**src/rtl/cpu_pkg.sv**
```systemverilog
// Shared CPU constants and the state type of the multi-cycle right shifter.
package cpu_pkg;

  localparam int XLEN    = 32;
  localparam int SHAMT_W = 5;

  typedef enum logic {
    IDLE  = 1'b0,
    SHIFT = 1'b1
  } srl_state_e;

endpackage

```
**src/rtl/srl_step.sv**
```systemverilog
// Combinational right shift by n positions with a configurable fill bit.
// n may range up to XLEN, so the same block serves a single-cycle variant.
module srl_step
  import cpu_pkg::*;
(
  input  logic [XLEN-1:0]  acc_i,
  input  logic             fill_i,
  input  logic [SHAMT_W:0] n_i,
  output logic [XLEN-1:0]  res_o
);

  logic [2*XLEN-1:0] ext;

  // The fill bits sit above acc and slide down into the vacated top positions.
  assign ext   = {{XLEN{fill_i}}, acc_i} >> n_i;
  assign res_o = ext[XLEN-1:0];

endmodule

```
**src/rtl/srl32_seq.sv**
```systemverilog
// Multi-cycle 32-bit logical/arithmetic right shifter, at most STEP bits per clock,
// with a start/busy/done handshake and synchronous flush.
module srl32_seq
  import cpu_pkg::*;
#(
  parameter int STEP  = 4,
  parameter int WIDTH = 32
) (
  input  logic             clk,
  input  logic             rst,
  input  logic             start,
  input  logic             flush,
  input  logic             arith,
  input  logic [WIDTH-1:0] A,
  input  logic [WIDTH-1:0] B,
  output logic [WIDTH-1:0] O,
  output logic             busy,
  output logic             done
);

  localparam logic [SHAMT_W:0] STEP_N = STEP[SHAMT_W:0];

  srl_state_e         state_q, state_d;
  logic [XLEN-1:0]    acc_q, acc_d;
  logic [SHAMT_W-1:0] rem_q, rem_d;
  logic               fill_q, fill_d;
  logic [XLEN-1:0]    o_q, o_d;
  logic               busy_q, busy_d;
  logic               done_q, done_d;

  logic [SHAMT_W:0]   n;
  logic [XLEN-1:0]    acc_shifted;
  logic               unused_b_hi;

  assign unused_b_hi = ^B[WIDTH-1:SHAMT_W];

  assign n = ({1'b0, rem_q} < STEP_N) ? {1'b0, rem_q} : STEP_N;

  srl_step u_step (
    .acc_i  (acc_q),
    .fill_i (fill_q),
    .n_i    (n),
    .res_o  (acc_shifted)
  );

  // NOTE: every variable gets its hold value first so no path leaves it unassigned (no latches).
  always_comb begin
    state_d = state_q;
    acc_d   = acc_q;
    rem_d   = rem_q;
    fill_d  = fill_q;
    o_d     = o_q;
    busy_d  = busy_q;
    done_d  = 1'b0;

    unique case (state_q)
      IDLE: begin
        if (start && !flush) begin
          acc_d   = A;
          rem_d   = B[SHAMT_W-1:0];
          fill_d  = arith & A[XLEN-1];
          busy_d  = 1'b1;
          state_d = SHIFT;
        end
      end
      SHIFT: begin
        if (flush) begin
          busy_d  = 1'b0;
          state_d = IDLE;
        end else if (rem_q == '0) begin
          o_d     = acc_q;
          done_d  = 1'b1;
          busy_d  = 1'b0;
          state_d = IDLE;
        end else begin
          acc_d = acc_shifted;
          rem_d = rem_q - n[SHAMT_W-1:0];
        end
      end
      default: state_d = IDLE;
    endcase
  end

  // NOTE: state registers use non-blocking assignments so all flops update together.
  always_ff @(posedge clk or posedge rst) begin
    if (rst) begin
      state_q <= IDLE;
      acc_q   <= '0;
      rem_q   <= '0;
      fill_q  <= 1'b0;
      o_q     <= '0;
      busy_q  <= 1'b0;
      done_q  <= 1'b0;
    end else begin
      state_q <= state_d;
      acc_q   <= acc_d;
      rem_q   <= rem_d;
      fill_q  <= fill_d;
      o_q     <= o_d;
      busy_q  <= busy_d;
      done_q  <= done_d;
    end
  end

  assign O    = o_q;
  assign busy = busy_q;
  assign done = done_q;

endmodule

```
**config.mk**
```make
export PLATFORM = sky130hd
export DESIGN_NAME = srl32_seq
export DESIGN_NICKNAME = d
export VERILOG_FILES = /design/src/rtl/cpu_pkg.sv /design/src/rtl/srl_step.sv /design/src/rtl/srl32_seq.sv
export SDC_FILE = /design/constraint.sdc
export NUM_CORES = 1
export LEC_CHECK = 0
export CORE_MARGIN = 8
export CORE_UTILIZATION = 53
export CTS_CLUSTER_SIZE = 16
export DETAILED_ROUTE_END_ITERATION = 10
export MAX_ROUTING_LAYER = met4
export PLACE_DENSITY = 0.85
export SLEW_MARGIN = 20
export SYNTH_ARGS = -nofsm -noshare
export SYNTH_HDL_FRONTEND = slang
export SYNTH_SLANG_ARGS = --single-unit
export TNS_END_PERCENT = 1
```
**constraint.sdc**
```tcl
create_clock -name clk -period 4 [get_ports clk]
set_clock_uncertainty 0.1 [all_clocks]
set_input_delay 0.8 -clock clk [delete_from_list [all_inputs] [get_ports clk]]
set_output_delay 0.8 -clock clk [all_outputs]
set_load 0.02 [all_outputs]
```
==> metrics.csv, run 1 <==
metric,value,unit
share of layout cells above drive strength 1,15.8,%
post-layout min period,2.98,ns
first-pass GRT wire length,17.5,mm
Die X,103,µm
Final setup viols,0,
cts hold-fix bufs,0,
worst flop-to-flop path endpoint,acc_q[26],
Slew Limit Fails,0,
"Async S/R FF share, synth",100,%
FF-to-FF setup slack,1.02,ns
grt ovf,0,
PwrDens,596,nW/µm²
Routed wire per std cell,19.3,µm
initial antenna violation count,0,
critical path peak fanout,42,
clock network latency to the later pin of the worst-skew pair,0.36,ns
pin count of the biggest net entering global routing,74,
Post-DP HPWL,7.23,mm
CTS buffer count,9,
crit start category,register,
postcts setup bufs,0,
I/O Buffers,75,
n_diodes,0,
die area,10700,µm²
vias in the first global route,3531,
multi-input combinational cell area,2030,µm²
hold worst-path end,O[14],
"most common cell after layout, fill and taps aside",clkdlybuf4s50_1,
Layout Nets,520,
All-Layer GR Usage,21.7,%
Final Power,0.00303,W
cell area after synthesis,4060,µm²
WP data arrival,3.12,ns
sequential element share of the synthesized area,45.0,%
CTS H-tree depth,3,
Flop pwr share,40.7,%
fill count,563,
1st-iter DRT viols,280,
Post-synth EDFFs,0,
most frequent cells in the layout,"75 x clkdlybuf4s50_1, 73 x dfrtp_1, 37 x mux2_2, 29 x nor2_1, 25 x mux2i_1",
Syn-to-layout area delta,25.4,%
P_leak,2.05,nW
Setup TNS,0,ns
Resized cells post-CTS,0,
Logic pwr share,38.0,%
hold depth,1,
syn_nets,458,
Rows,32,
Critical Path End Type,register,
HP Class,reg -> reg,
status,completed,
DRT antenna net count,0,
Post-Synthesis Cells,388,
Hold Startpoint,O[14],
CTS sink cnt,73,
drc violations,0,
Initial Util,53.6,%
worst reg2reg path depth,4,
YS warnings,0,
# Max-Cap Violations,0,
"Hold Vio Cnt, Final",0,
P_sw,0.00111,W
Final period util,74.4,%
worst reg2reg path startpoint,rem_q[0],
DR pass1 iterations,5,
Synth Flop Type,dfrtp_1,
synth unique cells,59,
Peak VDD IR,426,µV
fin area,5080,µm²
Register Area,1830,µm²
unrepaired setup endpoints after global routing,no,
die height,103,µm
"Reg clk slew, reported paths",0.08,ns
Slew HR,49.7,%
CP required,4.14,ns
Clock Path Buffers,2,
fmax,336,MHz
Least-Margin Pin Slew,0.755,ns
syn avg cell area,10.5,µm²
placed cell area,4860,µm²
Vias,3498,
TritonCTS clock tree,done,
hold slack,0.410,ns
core area,7570,µm²
crit path kind,reg -> reg,
cell internal pwr,0.00192,W
Sw Ratio,36.6,%
Root Driver,clkbuf_8,
Top Ports,103,
Via density,6.28,
Seq cells post-synth,73,
final RePlAce weighted congestion,0.874,
WL final,10.7,mm
Clock power frac,21.3,%
-- per-stage QoR --
stage	cells	utilization [%]	worst slack (ns)
after floorplan	388	-	1.25
after global placement	541	64.3	1.04
after detailed placement	541	64.3	1.02
after CTS	557	67.2	1.08
after global routing	557	67.2	0.910
final	557	67.2	1.02
-- power groups by stage --
| stage | clock network [W] | registers (W) | logic (W) |
|---|---|---|---|
| after detailed placement | 0 | 0.00124 | 0.00115 |
| after floorplan | 0 | 0.00133 | 0.000558 |
| after CTS | 0.000652 | 0.00123 | 0.00116 |
| after global routing | 0.000680 | 0.00128 | 0.00124 |
| after global placement | 0 | 0.00122 | 0.00112 |
| final | 0.000647 | 0.00123 | 0.00115 |
-- metal layers --
| metal | vias up | share of wire, % | wire length [µm] | global-route usage, % |
|---|---|---|---|---|
| met4 | 0 | 2.8 | 298 | 10.5 |
| met2 | 177 | 48 | 5210 | 33.8 |
| met1 | 1704 | 42 | 4520 | 27.0 |
| met5 | - | 0 | 0 | - |
| met3 | 30 | 6.7 | 718 | 3.28 |
| li1 | 1587 | - | - | - |
-- flip-flops by register name (all words and copies together) (netlist names) --
register and cells:
O 32, acc_q 32, rem_q 5, busy 1
done 1, fill_q 1, state_q 1
-- area by class of cell --
| class | count | area share (%) |
|---|---|---|
| Sequential cell | 73 | 35.9 |
| Multi-Input combinational cell | 273 | 40.0 |
| Tap cell | 102 | 2.51 |
| Clock inverter | 6 | 1.82 |
| Timing Repair Buffer | 84 | 16.6 |
| Inverter | 9 | 0.665 |
| Clock buffer | 10 | 2.51 |
-- worst max-delay path, cell delays in order, from the launching register on --
cell and delay (ns):
dfrtp_1 0.73, or4b_1 0.80, a31oi_4 0.59, buf_12 0.28, mux2_2 0.35
-- cells in the mapped netlist (9+ instances only) --
master | count | area [µm²]
clkbuf_1 | 15 | 56.3
nor2_1 | 29 | 109
buf_2 | 12 | 60.1
o21ai_0 | 19 | 95.1
a21oi_1 | 12 | 60.1
a31oi_1 | 19 | 119
o22a_1 | 9 | 78.8
dfrtp_1 | 73 | 1830
mux2_2 | 37 | 417
mux2i_1 | 25 | 250
o22ai_1 | 9 | 56.3
nand2_1 | 18 | 67.6
nor2b_1 | 15 | 93.8
-- worst max-delay path by stage --
stage	start	endpoint	slack [ns]	depth (start not counted)
floorplan	rst	O[0]	1.25	1
global placement	flush	acc_q[26]	1.04	5
detailed placement	flush	acc_q[26]	1.02	5
CTS	rem_q[0]	acc_q[24]	1.08	4
global route	rem_q[0]	acc_q[19]	0.91	5
finish	rem_q[0]	acc_q[26]	1.02	4
-- cell families (layout without fill, tap and decap cells) --
kind of cell / Yosys count / after routing / synth area share, %
adders and majority gates: 1 / 1 / 0.308
other: 1 / 1 / 0.0925
muxes: 62 / 62 / 16.4
buffers and inverters: 42 / 109 / 5.00
AOI/OAI and AO/OA: 117 / 117 / 20.9
DFF: 73 / 73 / 45.0
and+or+nand+nor: 92 / 92 / 12.2
(Power assumes the default switching activity.)
==> inputs of run 2 (changes only) <==
--- a/config.mk
+++ b/config.mk
@@ -6,11 +6,11 @@
 export NUM_CORES = 1
 export LEC_CHECK = 0
 export CORE_MARGIN = 8
-export CORE_UTILIZATION = 53
+export CORE_UTILIZATION = 50
 export CTS_CLUSTER_SIZE = 16
 export DETAILED_ROUTE_END_ITERATION = 10
 export MAX_ROUTING_LAYER = met4
-export PLACE_DENSITY = 0.85
+export PLACE_DENSITY = 0.81
 export SLEW_MARGIN = 20
 export SYNTH_ARGS = -nofsm -noshare
 export SYNTH_HDL_FRONTEND = slang
==> constraint.sdc (replaced) <==
create_clock -name clk -period 2.93 [get_ports clk]
set_clock_uncertainty 0.1 [all_clocks]
set_input_delay 0.586 -clock clk [delete_from_list [all_inputs] [get_ports clk]]
set_output_delay 0.586 -clock clk [all_outputs]
set_load 0.02 [all_outputs]
==> run 2 against run 1 <==
Effect of this change:
- via count down 2.1%
- sequential share of layout area down 0.61 points
- count of clock-buffer cells in the layout up 1
- critical path depth up 1
- wire length down 3.5%
- worst setup slack worse by 0.51 ns
- global-route usage down 2.1 points
- cell count up 2.0%
- flip-flop and latch count unchanged
- critical path type unchanged
- critical endpoint is now acc_q[25]
==> metrics.csv, run 2 (same netlist as run 1, synthesis figures left out) <==
metric,value,unit,change
crit path kind,reg -> reg,,
P_leak,2.11,nW,+2.6%
DR pass1 iterations,5,,unchanged
cts hold-fix bufs,0,,unchanged
share of layout cells above drive strength 1,17.3,%,+1.5 points
drc violations,0,,unchanged
P_sw,0.00148,W,+34%
"Hold Vio Cnt, Final",0,,unchanged
most frequent cells in the layout,"75 x clkdlybuf4s50_1, 73 x dfrtp_1, 37 x mux2_2, 29 x nor2_1, 25 x mux2i_1",,
Max stage delay on crit path,0.66,ns,-0.14 ns
Rows,33,,+3.1%
final RePlAce weighted congestion,0.886,,+1.4%
Post-DP HPWL,7.29,mm,+0.89%
# Max-Cap Violations,0,,unchanged
1st-iter DRT viols,190,,-32%
DRT antenna net count,0,,unchanged
Critical Path End Type,register,,
fill count,653,,+16%
Final setup viols,0,,unchanged
CP required,3.07,ns,-1.07 ns
critical path's slowest cell,or4b_1,,
Top Ports,103,,unchanged
Slew Limit Fails,0,,unchanged
die area,11200,µm²,+5.1%
Logic pwr share,38.1,%,about the same
Root Driver,clkbuf_8,,
die height,106,µm,+2.5%
CP Cell Sequence,or4b_1 > buf_4 > mux2i_1 > o22ai_1 > o32a_1,,
met3 usage,4.42,%,+1.1 points
Sw Ratio,35.0,%,-1.6 points
Peak VDD IR,478,µV,+12%
WL final,10.4,mm,-3.5%
status,completed,,
n_diodes,0,,unchanged
Die X,106,µm,+2.5%
Flop pwr share,39.1,%,-1.6 points
crit start category,register,,
WP data arrival,2.56,ns,-0.56 ns
Resized cells post-CTS,0,,unchanged
Routed wire per std cell,18.3,µm,-5.3%
core area,8050,µm²,+6.4%
HP Class,reg -> reg,,
CTS H-tree depth,3,,unchanged
unrepaired setup endpoints after global routing,no,,
Least-Margin Pin Slew,0.529,ns,-0.227 ns
Layout Nets,528,,+1.5%
Slew HR,64.6,%,+15 points
Via density,6.03,,-4.0%
"most common cell after layout, fill and taps aside",clkdlybuf4s50_1,,
Syn-to-layout area delta,27.5,%,
CTS sink cnt,73,,unchanged
Vias,3425,,-2.1%
Final period util,82.6,%,+8.2 points
critical path peak fanout,14,,-67%
clock network latency to the later pin of the worst-skew pair,0.35,ns,about the same
vias in the first global route,3564,,+0.93%
FF-to-FF setup slack,0.51,ns,-0.51 ns
CTS buffer count,9,,unchanged
Initial Util,50.4,%,-3.2 points
All-Layer GR Usage,19.5,%,-2.1 points
cell internal pwr,0.00275,W,+43%
"Most Used Layer, Global Route",met2,,
pin count of the biggest net entering global routing,74,,unchanged
Cells after DPL,552,,+2.0%
"Reg clk slew, reported paths",0.07,ns,about the same
first-pass GRT wire length,17.5,mm,about the same
postcts setup bufs,0,,unchanged
Buf/Inv on CP,1,,unchanged
grt met1 use,24.0,%,-3.0 points
PwrDens,818,nW/µm²,+37%
"Cell Count, Final, Fillers Out",568,,+2.0%
post-layout min period,2.42,ns,-0.555 ns
I/O Buffers,75,,unchanged
met2 Usage GRT,30.3,%,-3.6 points
fmax,413,MHz,+23%
crit-path leading delay family,simple AND/OR/NAND/NOR gates,,
initial antenna violation count,0,,unchanged
grt ovf,0,,unchanged
Setup TNS,0,ns,unchanged
Clock Path Buffers,2,,unchanged
TritonCTS clock tree,done,,
Clock power frac,22.8,%,+1.5 points
==> run 2: through the flow <==
stage                     cell area (µm²)  setup slack (ns)  hold slack [ns]  utilization, %  power (W)
after floorplan                      4060             0.391            0.380               -    0.00257
after global placement               4930             0.383            0.389            61.2    0.00323
after detailed placement             4930             0.391            0.396            61.2    0.00329
after CTS                            5170             0.531            0.412            64.2    0.00425
after global routing                 5170             0.440            0.430            64.2    0.00447
final                                5170             0.510            0.407            64.2    0.00423
==> run 2: power groups by stage <==
stage | logic [W] | clock network [W] | registers [W]
finish | 0.00161 | 0.000965 | 0.00166
CTS | 0.00163 | 0.000975 | 0.00165
global route | 0.00174 | 0.00102 | 0.00171
global placement | 0.00158 | 0 | 0.00165
detailed placement | 0.00161 | 0 | 0.00167
floorplan | 0.000762 | 0 | 0.00181
==> run 2: final cells by class <==
cell class	instances	area (µm²)	share of cell area (%)
clock inverter	5	103	1.98
multi-input combinational	273	2030	39.3
inverter	9	33.8	0.653
tap	105	131	2.54
clock buffer	11	141	2.73
timing repair buffer	92	903	17.5
sequential	73	1830	35.3
==> run 2: path summary, 6_finish.rpt <==
check | start | to | cells past startpoint
max | rem_q[2] | acc_q[25] | 5
min | O[11] | O[11] | 1
max reg2reg | rem_q[2] | acc_q[25] | 5
min reg2reg | O[11] | O[11] | 1
max in group asynchronous | rst | acc_q[13] | 3
min in group asynchronous | rst | done | 3
==> run 2: metal layers <==
layer  wire length, µm  up-vias
met2              4970      142
met3               771       15
met4               165        0
li1                  -     1598
met1              4460     1670
met5                 0        -
==> run 2: worst reg2reg max path: cells and delay by family (launching register included) <==
family	cells	cell delay, ns
simple gates	1	0.66
flops	1	0.56
compound gates	2	0.46
mux	1	0.29
buf+inv	1	0.23
